### config.mk
export PLATFORM = sky130hd
export DESIGN_NAME = dff_bank_arbiter
export DESIGN_NICKNAME = d
export VERILOG_FILES = /design/src/rtl/dff_bank_arbiter.sv
export SDC_FILE = /design/constraint.sdc
export NUM_CORES = 1
export LEC_CHECK = 0
export CAP_MARGIN = 5
export CORE_ASPECT_RATIO = 1.25
export CORE_UTILIZATION = 54
export DETAILED_ROUTE_END_ITERATION = 10
export DONT_BUFFER_PORTS = 1
export GPL_ROUTABILITY_DRIVEN = 0
export HOLD_SLACK_MARGIN = 0.03
export PLACE_DENSITY = 0.7
export SLEW_MARGIN = 15
export SYNTH_ARGS = -nofsm -noshare
export SYNTH_HDL_FRONTEND = slang
export SYNTH_SLANG_ARGS = --single-unit
export TNS_END_PERCENT = 1
### constraint.sdc
create_clock -name clk -period 1.45 [get_ports clk]
set_input_delay 0.435 -clock clk [delete_from_list [all_inputs] [get_ports clk]]
set_output_delay 0.435 -clock clk [all_outputs]
set_load 0.02 [all_outputs]
### src/rtl/dff_bank_arbiter.sv
// dff_bank_arbiter: round-robin write arbiter feeding one shared WIDTH-bit register.
// Define ARB_FIXED_PRIO_EN for lowest-index-wins arbitration instead of round-robin.
module dff_bank_arbiter #(
  parameter int NREQ  = 4,
  parameter int WIDTH = 8
) (
  input  logic                     clk,
  input  logic                     rest,
  input  logic [NREQ-1:0]          req,
  input  logic [NREQ*WIDTH-1:0]    din,
  output logic [NREQ-1:0]          gnt,
  output logic                     done,
  output logic [WIDTH-1:0]         q,
  output logic                     valid,
  output logic [$clog2(NREQ)-1:0]  last_id
);
  localparam int IW = $clog2(NREQ);
  typedef enum logic [1:0] {IDLE, GNT, CAP} state_t;
  state_t            r_state, w_state;
  logic [NREQ-1:0]   r_gnt, w_gnt;
  logic              r_done, w_done, r_valid, w_valid;
  logic [WIDTH-1:0]  r_q, w_q;
  logic [IW-1:0]     r_last_id, w_last_id, r_w, w_w, w_win;
`ifdef ARB_FIXED_PRIO_EN
  always_comb begin
    w_win = '0;
    for (int k = NREQ-1; k >= 0; k--)
      if (req[k]) w_win = IW'(k);
  end
`else
  logic [IW-1:0]     r_rr, w_rr, w_idx;
  // descending scan so the smallest offset from rr+1 is assigned last and wins
  always_comb begin
    w_win = '0;
    w_idx = '0;
    for (int k = NREQ-1; k >= 0; k--) begin
      w_idx = IW'((int'(r_rr) + 1 + k) % NREQ);
      if (req[w_idx]) w_win = w_idx;
    end
  end
`endif
  always_comb begin
    w_state   = r_state;
    w_gnt     = '0;
    w_done    = 1'b0;
    w_q       = r_q;
    w_valid   = r_valid;
    w_last_id = r_last_id;
    w_w       = r_w;
`ifndef ARB_FIXED_PRIO_EN
    w_rr      = r_rr;
`endif
    case (r_state)
      IDLE: if (|req) begin
        w_gnt   = NREQ'(1) << w_win;
        w_w     = w_win;
        w_state = GNT;
      end
      GNT: if (req[r_w]) begin
        w_q       = din[r_w*WIDTH +: WIDTH];
        w_valid   = 1'b1;
        w_last_id = r_w;
        w_done    = 1'b1;
        w_state   = CAP;
`ifndef ARB_FIXED_PRIO_EN
        w_rr      = r_w;
`endif
      end else w_state = IDLE;
      default: w_state = IDLE;
    endcase
  end
  always_ff @(posedge clk) begin
    if (rest) begin
      r_state   <= IDLE;
      r_gnt     <= '0;
      r_done    <= 1'b0;
      r_q       <= '0;
      r_valid   <= 1'b0;
      r_last_id <= '0;
      r_w       <= '0;
`ifndef ARB_FIXED_PRIO_EN
      r_rr      <= IW'(NREQ-1);
`endif
    end else begin
      r_state   <= w_state;
      r_gnt     <= w_gnt;
      r_done    <= w_done;
      r_q       <= w_q;
      r_valid   <= w_valid;
      r_last_id <= w_last_id;
      r_w       <= w_w;
`ifndef ARB_FIXED_PRIO_EN
      r_rr      <= w_rr;
`endif
    end
  end
  assign gnt     = r_gnt;
  assign done    = r_done;
  assign q       = r_q;
  assign valid   = r_valid;
  assign last_id = r_last_id;
endmodule

==> impl_metrics.env <==
export IMPL_status="complete, no violations"
export IMPL_p_total_w=0.001498
export IMPL_initialDrtViolationCount=7
export IMPL_crit_path_max_fanout=9
export IMPL_placementRows=17
export IMPL_syn_area_um2=1057
export IMPL_synth_area_mux_share=0.2840
export IMPL_fp_dieW_um=41.58
export IMPL_drt_first_pass_iters=4
export IMPL_maxCapViolCount=0
export IMPL_antenna_found_initial=0
export IMPL_yosys_area_share_adder=0
export IMPL_core_area_um2=1808
export IMPL_clock_skew_ns=0.007507
export IMPL_synth_seq_area_share=0.4166
export IMPL_dieArea_um2=2140
export IMPL_synth_cell_types=28
export IMPL_tns_ns=0
export IMPL_hold_class="in -> reg"
export IMPL_r2r_cells=5
export IMPL_p_leak_nw=0.4382
export IMPL_root_buffer="clkbuf_4"
export IMPL_pin_count=54
export IMPL_initial_core_util=0.5848
export IMPL_synth_cells=97
export IMPL_cp_slowest_cell="or3b_4"
export IMPL_grt_pass1_wl_mm=3.332
export IMPL_r2r_start="r_state[1]"
export IMPL_groute_usage_overall=0.2073
export IMPL_drcViolationCount=0
export IMPL_relSlewSlack=0.6757
export IMPL_grt_max_degree=16
export IMPL_cts_buffers=3
export IMPL_place_hpwl_mm=1.550
export IMPL_cp_end_kind="register"
export IMPL_cts_buffer_depth=2
export IMPL_syn_nets=135
export IMPL_crit_end="last_id[0]"
export IMPL_setup_viol=0
export IMPL_area_growth_pct=10.65
export IMPL_viasPerCell=5.943
export IMPL_diodes=0
export IMPL_fmax_mhz=708.0
export IMPL_peakVddDrop_mv=0.6821
export IMPL_synth_top_family_by_area="multiplexers"
export IMPL_yosys_warnings=0
export IMPL_die_h_um=51.47
export IMPL_ys_seq_elements=22
export IMPL_io_buffers=0
export IMPL_final_nets=142
export IMPL_synth_simple_area_share=0.1740
export IMPL_required_ns=1.67
export IMPL_crit_path_start="r_state[1]"
export IMPL_postCtsHoldBufs=0
export IMPL_worstPathArrival_ns=1.63
export IMPL_cts_tree="done"
export IMPL_vias=725
export IMPL_synth_compound_area_frac=0.08402
export IMPL_drv_slew=0
export IMPL_clkLatencyLatePin_ns=0.31
export IMPL_regToRegEndpoint="last_id[0]"
export IMPL_hold_viol_final=0
export IMPL_synth_xor_area_frac=0
export IMPL_startpoint_type="register"
export IMPL_clk_pin_slew_worst_paths_ns=0.13
export IMPL_max_stage_delay_ns=0.41
export IMPL_ant_nets=0
export IMPL_post_drt_wl_per_cell_um=16.06
export IMPL_finalCriticalPeriod_ns=1.413
export IMPL_grt_ovfl_total=0
export IMPL_p_per_area_nw_per_um2=1281
export IMPL_htree_levels=1
export IMPL_worstMarginPinSlew_ns=0.4819
export IMPL_syn_area_per_cell_um2=10.90
export IMPL_rrSetupSlack_ns=0.04
export IMPL_crit_type="reg -> reg"
export IMPL_drive_gt1_frac=0.2524
export IMPL_fin_crit_sh=0.9741
export IMPL_rsz0062_at_grt="true"
export IMPL_clock_sinks=22
export IMPL_crit_chain="or3b_4 > o22ai_4 > buf_12 > mux2i_1 > nor2_1"
export IMPL_grt_pass1_vias=766
export IMPL_routed_wl_mm=1.959
[report_power, final]
part / internal [W] / switching [W]
Sequential: 0.000658 / 0.0000780
Combinational: 0.000172 / 0.000118
Clock: 0.000279 / 0.000193
[critical path, delay by kind of cell, from the launching register on]
family                 cells  cell delay, ns
AND/OR/NAND/NOR            2            0.46
flip-flops                 1            0.36
multiplexers               1            0.18
buffers and inverters      1            0.16
AO/OA/AOI/OAI              1            0.15
[timing repair]
item                       in CTS  in global routing
setup endpoints to repair       5                 14
setup buffers                   0                  0
pin swaps                       0                  2
resized for setup               1                  3
[logic make-up (layout without fill, tap and decap cells)]
logic type / count (synthesis) / count (layout)
AO/OA/AOI/OAI: 12 / 12
buffers and inverters: 8 / 14
flip-flops: 22 / 22
multiplexers: 20 / 20
AND/OR/NAND/NOR: 35 / 35
[routing by layer]
metal	vias up	track usage	share of wire
li1	364	-	-
met1	330	0.2277	0.37
met2	27	0.3828	0.56
met3	4	0.04594	0.057
met4	0	0.08065	0.011
met5	-	0	0
[cell usage in the layout (no fill, tap or decap), drive strengths merged, types with 2 or more instances in the layout]
cell type,Yosys,layout
a21oi,2,2
and2,2,2
buf,3,6
clkbuf,1,3
dfxtp,22,22
inv,4,4
mux2i,12,12
mux4,8,8
nand2,3,3
nand2b,2,2
nand3b,2,2
nor2,16,16
nor2b,3,3
nor4,2,2
o21ai,3,3
o22ai,2,2
[Yosys cell counts (all sizes together)]
master	n	area (µm²)
mux4	8	180.2
a21oi	2	10.01
mux2i	12	120.1
nand3b	2	15.01
a211oi	1	7.510
and2	2	15.01
nand2b	2	12.51
clkbuf	1	3.750
nor2b	3	18.77
o211ai	1	7.510
nor4	2	12.51
nor3	1	5.000
a21boi	1	7.510
and3b	1	8.760
or2	1	6.260
a211o	1	8.760
buf	3	25.02
nor3b	1	7.510
inv	4	15.01
a31oi	1	6.260
o22ai	2	26.28
nand2	3	11.26
o21ai	3	15.01
or3b	1	11.26
dfxtp	22	440.4
nor2	16	60.06
[registers in the layout, indices dropped and copies added (netlist names)]
signal,count
valid,1
gnt,4
r_state,2
last_id,2
q,8
r_w,2
r_rr,2
done,1
[through the flow]
step | hold WS, ns | util | instance area [µm²] | worst slack (ns) | std cells
6_report | 0.1647 | 0.6471 | 1170 | 0.03748 | 122
5_1_grt | 0.1480 | 0.6471 | 1170 | -0.05698 | 122
4_1_cts | 0.1659 | 0.6436 | 1164 | 0.02663 | 122
3_5_place_dp | 0.4901 | 0.6138 | 1110 | -0.007025 | 118
3_3_place_gp | 0.4783 | 0.6138 | 1110 | 0.04054 | 118
2_1_floorplan | 0.4642 | - | 1060 | 0.01228 | 97
[final cells by class]
| cell class | instances | area (µm²) |
|---|---|---|
| fillers | 154 | 638.1 |
| repair buffers | 6 | 57.56 |
| well taps | 19 | 23.77 |
| flip-flops and latches | 22 | 444.2 |
| multi-input cells | 67 | 576.8 |
| clock inverters | 1 | 30.03 |
| clock buffers | 3 | 22.52 |
| inverters | 4 | 15.01 |
[worst min path at each step]
stage                     cells past startpoint       start  slack [ns]    endpoint
final                                         1        rest        0.16        q[2]
after CTS                                     1        rest        0.17       valid
after detailed placement                      2      r_w[1]        0.49      r_w[1]
after floorplan                               1  r_state[0]        0.46  r_state[0]
after global routing                          1        rest        0.15      r_w[0]
after global placement                        2      r_w[1]        0.48      r_w[1]
Power figures use the tool's default switching activity.
